==> config.mk <==
export PLATFORM = sky130hd
export DESIGN_NAME = regfile_mp
export DESIGN_NICKNAME = d
export VERILOG_FILES = /design/src/rtl/regfile_mp.sv
export SDC_FILE = /design/constraint.sdc
export NUM_CORES = 2
export LEC_CHECK = 0
export CAP_MARGIN = 20
export CORE_MARGIN = 8
export CORE_UTILIZATION = 60
export DETAILED_ROUTE_END_ITERATION = 8
export DONT_BUFFER_PORTS = 1
export PLACE_DENSITY = 0.74
export RECOVER_POWER = 25
export SLEW_MARGIN = 20
export SYNTH_ARGS = -nofsm -noshare
export SYNTH_HDL_FRONTEND = slang
export SYNTH_SLANG_ARGS = --single-unit
==> constraint.sdc <==
create_clock -name clk -period 8.9 [get_ports clk]
set_input_delay 1.78 -clock clk [delete_from_list [all_inputs] [get_ports clk]]
set_output_delay 1.78 -clock clk [all_outputs]
set_load 0.005 [all_outputs]
==> src/rtl/regfile_mp.sv <==
// -----------------------------------------------------------------------------
// regfile_mp
//
// Parametrised multi-port register file for the decode/writeback path.
//   - NREAD combinational read ports, each returning register data and the
//     register's busy (pending-producer) bit.
//   - Two write ports; on an address collision port 1 wins.
//   - Per-register busy scoreboard: alloc_en marks a register busy, a write
//     retires it. Alloc and write to the same register on one edge leaves it
//     busy, because the alloc belongs to a newer producer.
//   - Clear engine: a clr_req pulse drops every busy bit at once, then zeroes
//     registers 1..DEPTH-1 one per cycle. Writes and allocs are discarded
//     while it runs.
//   - Register 0 is hardwired to zero and is never busy.
//
// Parameters
//   DATA_W  register width in bits
//   ADDR_W  address width, DEPTH = 2**ADDR_W
//   NREAD   number of read ports (>= 1)
//
// Ports
//   clk, rst              clock; synchronous active-high reset
//   we0/waddr0/wdata0     write port 0
//   we1/waddr1/wdata1     write port 1 (priority on collisions)
//   raddr                 packed read addresses, port k = [k*ADDR_W +: ADDR_W]
//   rdata                 packed read data,      port k = [k*DATA_W +: DATA_W]
//   rbusy                 busy bit of the register read by port k
//   alloc_en/alloc_addr   mark a register busy
//   clr_req               start the clear sequence (pulse, ignored while busy)
//   clr_busy              high while the clear sequence runs (DEPTH-1 cycles)
//
// Configuration
//   REGFILE_BYPASS_EN  when defined, a read that hits a write accepted in the
//                      same cycle returns the write data (port 1 preferred).
//                      Busy bits are never forwarded. When undefined, new
//                      data becomes visible the cycle after the write edge.
// -----------------------------------------------------------------------------
module regfile_mp #(
    parameter int DATA_W = 32,
    parameter int ADDR_W = 5,
    parameter int NREAD  = 2
) (
    input  logic                    clk,
    input  logic                    rst,
    input  logic                    we0,
    input  logic [ADDR_W-1:0]       waddr0,
    input  logic [DATA_W-1:0]       wdata0,
    input  logic                    we1,
    input  logic [ADDR_W-1:0]       waddr1,
    input  logic [DATA_W-1:0]       wdata1,
    input  logic [NREAD*ADDR_W-1:0] raddr,
    output logic [NREAD*DATA_W-1:0] rdata,
    output logic [NREAD-1:0]        rbusy,
    input  logic                    alloc_en,
    input  logic [ADDR_W-1:0]       alloc_addr,
    input  logic                    clr_req,
    output logic                    clr_busy
);

    localparam int                DEPTH     = 1 << ADDR_W;
    localparam logic [ADDR_W-1:0] LAST_ADDR = ADDR_W'(DEPTH - 1);

    typedef enum logic {
        ST_IDLE  = 1'b0,
        ST_CLEAR = 1'b1
    } state_t;

    state_t            state;
    logic [ADDR_W-1:0] clr_cnt;
    logic [DATA_W-1:0] regs [DEPTH];
    logic [DEPTH-1:0]  busy;

    // -------------------------------------------------------------------------
    // Request qualification: traffic to register 0 and anything arriving
    // while the clear engine owns the array is dropped here, so the storage
    // and scoreboard logic below never has to re-check it.
    // -------------------------------------------------------------------------
    logic idle;
    logic wr0_ok;
    logic wr1_ok;
    logic alloc_ok;

    assign idle     = (state == ST_IDLE);
    assign wr0_ok   = idle && we0      && (waddr0     != '0);
    assign wr1_ok   = idle && we1      && (waddr1     != '0);
    assign alloc_ok = idle && alloc_en && (alloc_addr != '0);

    // -------------------------------------------------------------------------
    // Clear sequencer. The counter is loaded with 1 because register 0 never
    // holds anything but zero; the sequence ends after DEPTH-1 is cleared.
    // clr_busy is registered alongside the state so it tracks ST_CLEAR exactly.
    // -------------------------------------------------------------------------
    always_ff @(posedge clk) begin
        if (rst) begin
            state    <= ST_IDLE;
            clr_cnt  <= '0;
            clr_busy <= 1'b0;
        end else begin
            case (state)
                ST_IDLE: begin
                    if (clr_req) begin
                        state    <= ST_CLEAR;
                        clr_cnt  <= ADDR_W'(1);
                        clr_busy <= 1'b1;
                    end
                end
                ST_CLEAR: begin
                    if (clr_cnt == LAST_ADDR) begin
                        state    <= ST_IDLE;
                        clr_cnt  <= '0;
                        clr_busy <= 1'b0;
                    end else begin
                        clr_cnt  <= clr_cnt + 1'b1;
                    end
                end
            endcase
        end
    end

    // -------------------------------------------------------------------------
    // Register storage.
    // -------------------------------------------------------------------------
    always_ff @(posedge clk) begin
        if (rst) begin
            // NOTE: the array is reset element by element because zero-after-
            // reset is architectural here; a plain RAM must not be reset this
            // way, since it forces every storage bit onto the reset net.
            for (int i = 0; i < DEPTH; i++) begin
                regs[i] <= '0;
            end
        end else if (state == ST_CLEAR) begin
            regs[clr_cnt] <= '0;
        end else begin
            if (wr0_ok) begin
                regs[waddr0] <= wdata0;
            end
            // NOTE: both ports use non-blocking assignments to the same array;
            // on a collision the later statement is the one that sticks, which
            // is what gives port 1 priority.
            if (wr1_ok) begin
                regs[waddr1] <= wdata1;
            end
        end
    end

    // -------------------------------------------------------------------------
    // Busy scoreboard. Order matters: writes retire first, then an alloc on
    // the same edge re-marks the register for its new producer. A clear
    // request overrides everything on its accepting edge.
    // -------------------------------------------------------------------------
    always_ff @(posedge clk) begin
        if (rst) begin
            busy <= '0;
        end else if (idle && clr_req) begin
            busy <= '0;
        end else begin
            if (wr0_ok) begin
                busy[waddr0] <= 1'b0;
            end
            if (wr1_ok) begin
                busy[waddr1] <= 1'b0;
            end
            if (alloc_ok) begin
                busy[alloc_addr] <= 1'b1;
            end
        end
    end

    // -------------------------------------------------------------------------
    // Read ports. Entry 0 of the array is never written, but the explicit
    // zero keeps register 0 correct even if the forwarding path would match.
    // -------------------------------------------------------------------------
    for (genvar k = 0; k < NREAD; k++) begin : g_rd
        logic [ADDR_W-1:0] ra;
        logic [DATA_W-1:0] rd;

        assign ra = raddr[k*ADDR_W +: ADDR_W];

        // NOTE: rd is given a value on every path before any condition is
        // tested, so this combinational block can never infer a latch.
        always_comb begin
            rd = regs[ra];
`ifdef REGFILE_BYPASS_EN
            if (wr1_ok && (waddr1 == ra)) begin
                rd = wdata1;
            end else if (wr0_ok && (waddr0 == ra)) begin
                rd = wdata0;
            end
`endif
            if (ra == '0) begin
                rd = '0;
            end
        end

        assign rdata[k*DATA_W +: DATA_W] = rd;
        assign rbusy[k]                  = busy[ra];
    end

endmodule

# Word-level counts from Yosys, hierarchy flattened
# Memories as Yosys holds them, arrays and structs flattened.
# Cells that the tools add are included.
# W data, S select, Z words.
[op_classes] bitwise=6 n_addsub=1 reduce_logical=20 n_eq_ne=3 mux=50 magnitude_cmp=8
[op_table] operator="$mux W32" count=12
[op_table] operator="$reduce_or A32 Y1" count=3
[op_table] operator="$and A32 B32 Y32" count=2
[op_table] operator="$not A32 Y32" count=2
[op_table] operator="$or A32 B32 Y32" count=1
[op_table] operator="$lt A5 B6 Y1 const B" count=5
[op_table] operator="$mux W1" count=25
[op_table] operator="$mux W5" count=5
[op_table] operator="$demux W1 S5" count=3
[op_table] operator="$ge A5 B1 Y1 const B" count=3
[op_table] operator="$reduce_bool A5 Y1" count=3
[op_table] operator="$bmux W1 S5" count=2
[op_table] operator="$logic_and A1 B1 Y1" count=10
[op_table] operator="$logic_not A5 Y1" count=2
[op_table] operator="$pmux W5 S2" count=1
[op_table] operator="$add A5 B1 Y5 const B" count=1
[op_table] operator="$eq A5 B5 Y1 const B" count=1
[op_table] operator="$pmux W1 S2" count=2
[op_table] operator="$ne A2 B1 Y1 const B" count=1
[op_table] operator="$ne A2 B2 Y1 const B" count=1
[op_table] operator="$reduce_and A2 Y1" count=1
[op_table] operator="$reduce_or A2 Y1" count=1
[op_table] operator="$not A1 Y1" count=1
[totals] out_inout_bits=67 memories=1 input_bits=95 ram_bits=1024 register_bits=39
[mem_list] name="regs" words=32 width=32 rd=2 rd_clocked_by_memory_dff=0 wr=32 line_no="70" source="logic [DATA_W-1:0] regs [DEPTH];"

# Longest topological paths before layout
[depth] depth_word=15 depth_mapped=9

# Worst setup path after synthesis
# Ideal clock, no wire load.
[synth_path] kind="input-to-output" start="in raddr[1]" end="out rdata[31]" stages=8 arrival_ps=3733 t_required_ps=7120 slack_ps=3387 path_cell_list="buf_2 > clkbuf_1 > clkbuf_1 > clkbuf_1 > mux4_2 > mux2_2 > o221ai_1 > a21oi_1"
[synth_between] elab_chain_len=2 elab_cells_between_ends=3 cone_classes="1 x mux; 1 x reduce/logical; 1 x memory"
[synth_rtl] item="from (decl)" line_no="51" source="input logic [NREAD*ADDR_W-1:0] raddr,"
[synth_rtl] item="$mem_v2 Z32 W32 or $logic_not A5 Y1 (tied branches)"
[synth_rtl] item="$mux W32 (*)" line_no="190" source="if (ra == '0) begin"
[synth_rtl] item="to (decl)" line_no="52" source="output logic [NREAD*DATA_W-1:0] rdata,"
# Mark *: on every way between the ends. The rest lies on a longest branch, timed or not.

==> metrics.txt <==
number of global-route vias before repair a little under 50000; DRC viols 25; largest net degree at the start of global routing 268; PortBufs 0; Post-Syn Area between 60000 and 70000 um^2; Die Height 333 um; CTS tree yes; failing checks design-rule violations, max-capacitance violations, max-slew violations; full die area 111000 um^2; GP Congestion ~1.1; Peak VDD IR 0.157 mV; synthesized area per cell about 14 um^2; clock slew at reported path FFs 60 ps; Finished Core Util 0.644; Worst-Skew Late Latency 730 ps; fin nets approximately 4200; pwr/cell area between 150 and 200 nW/um^2; CP Max Fanout 50; Max-cap violations 23; Switching Share 0.250; Chip Width approximately 330 um; Inserted Clock Buffers 111; clock network fraction of design power 0.403; clock skew around 28 ps; Via Count about 50000; initial antenna violation count 21; ys flop type edfxtp_1; hold buffers post-CTS 0; crit path time final approximately 7500 ps; Pins Over Slew Limit roughly 780; Via density about 9.0; part of the cycle the worst path needs 0.845; outcome finished with violations; CP Launch Type input port; post-DR wirelength/cell about 45 um; hpwl dp roughly 140000 um; final setup TNS 0 ps; Critical Path RT 9220 ps; critical path class in2reg; Area contributors post-synth edfxtp_1, mux4_2, o22ai_1, clkbuf_1, nand2_1; post-synth top area share 0.510; Hold WC Path Type reg2reg; setup repair bufs after CTS 0; Final Hold Vio Count 0; Routed Antenna Nets 0; total wire length ~250000 um; Reg power frac 0.482; Distinct cells, synth 65; relative slew slack -1.36; Seq/Total Area, Yosys 0.523; Initial Util 0.603; switching power around 0.0030 W; final hold slack 448 ps; Crit. End Element register; leading area contributor after synthesis edfxtp_1; grt total ovfl 0; final setup violation count 0; Iter 0 DRT Violations 11000; cell row count around 120; Root Driver clkbuf_16; synthesis-to-layout area growth 6.83%; first-pass GRT wire length 347000 um; Top Ports 162; FF+latch count, synth 1063; unrepaired setup endpoints after global routing no; Synth warnings 0; Worst-Margin Slew around 3500 ps; EDFF count, synth 1024; crit path DAT 7840 ps; total global-route track usage 0.435; Internal Power 0.00901 W; FFs w/ async S/R, synth 0; DRT Pass-1 Iters 9; Gate Count Post-Synth between 4000 and 5000; Core Region 99900 um^2; CTS sink count ~1100; H-tree depth 3; share of layout cells above drive strength 1 0.239; Max clock buf depth 3; fill count between 7000 and 8000; leakage slightly below 20 nW; post-cts resize count 0; combinational fraction of design power 0.115; Peak Freq about 0.13 GHz
==> worst max-delay path: stages <==
cell and delay, ps:
nor3b_1 260, clkbuf_1 1900, o221a_1 650, a21oi_1 270, nand3_1 460, clkbuf_1 2140
o22ai_1 330
==> cells by family after synthesis <==
| group | share of synthesized area |
|---|---|
| AO/OA/AOI/OAI | 0.149 |
| flip-flops | 0.523 |
| AND/OR/NAND/NOR | 0.0554 |
| multiplexers | 0.233 |
| buffers and inverters | 0.0392 |
| adder cells (fa/ha/maj) | 0.000415 |
| other | 0.0000623 |
==> layer usage <==
layer	share of wire	global-route usage
met1	0.29	0.508
met2	0.40	0.605
met3	0.21	0.236
met5	0.0015	0.00738
met4	0.099	0.320
==> through the flow <==
stage | cell area [um^2] | cells | total power [W] | setup slack (ps)
final | 64400 | 5517 | 0.0120 | 1380
after global routing | 64300 | 5512 | 0.0121 | 1570
after CTS | 64500 | 5505 | 0.0119 | 2810
after detailed placement | 60800 | 5302 | 0.00716 | 2810
after global placement | 60700 | 5299 | 0.00714 | 2850
after floorplan | 60400 | 4481 | 0.00681 | 3390
==> cells in the mapped netlist, drive strengths merged (21+ instances only) <==
library cell and count:
edfxtp 1024, o22ai 801, mux4 526, clkbuf 457, nand2 428, nor2 154
mux2 129, buf 126, nand3 99, a21oi 97, o21ai 97, mux2i 71
o221ai 66, a221oi 64, a32o 64, dfxtp 39, o32ai 32, a221o 28
nor2b 21
==> power groups by stage <==
stage / clock, W / combinational, W / sequential [W]
6_report: 0.00484 / 0.00138 / 0.00580
5_1_grt: 0.00497 / 0.00136 / 0.00581
4_1_cts: 0.00479 / 0.00128 / 0.00578
3_5_place_dp: 0 / 0.00128 / 0.00589
3_3_place_gp: 0 / 0.00127 / 0.00587
2_1_floorplan: 0 / 0.000970 / 0.00584
==> sequential cells by signal, indices dropped and copies added, names as in the netlist <==
| signal | count |
|---|---|
| busy | 32 |
| clr_busy | 1 |
| clr_cnt | 5 |
| regs | 1024 |
| state | 1 |
==> cell type report <==
| class | count | area (um^2) | area share |
|---|---|---|---|
| sequential | 1063 | 31500 | 0.490 |
| antenna | 8 | 20.0 | 0.000311 |
| timing repair buffer | 110 | 823 | 0.0128 |
| inverter | 3 | 11.3 | 0.000175 |
| multi-input combinational | 2832 | 26600 | 0.414 |
| clock buffer | 137 | 2980 | 0.0463 |
| clock inverter | 66 | 718 | 0.0112 |
| tap | 1298 | 1620 | 0.0252 |
==> layout by cell type, fill, tap and decap left out, types with 71 or more instances in the layout <==
| cell type | instances |
|---|---|
| edfxtp_1 | 1024 |
| o22ai_1 | 772 |
| mux4_2 | 526 |
| nand2_1 | 422 |
| nor2_1 | 149 |
| mux2_2 | 128 |
| clkbuf_16 | 116 |
| o21ai_0 | 97 |
| a21oi_1 | 95 |
| nand3_1 | 82 |
| buf_4 | 80 |
| mux2i_1 | 71 |
==> path summary, 6_finish.rpt <==
| path | from | slack (ps) | depth (start not counted) | end |
|---|---|---|---|---|
| max | rst | 1380 | 7 | regs[21][4] |
| min | busy[0] | 450 | 2 | busy[0] |
| min reg2reg | busy[0] | 450 | 2 | busy[0] |
| max reg2reg | state | 1910 | 8 | regs[21][4] |
(Power assumes the default switching activity.)
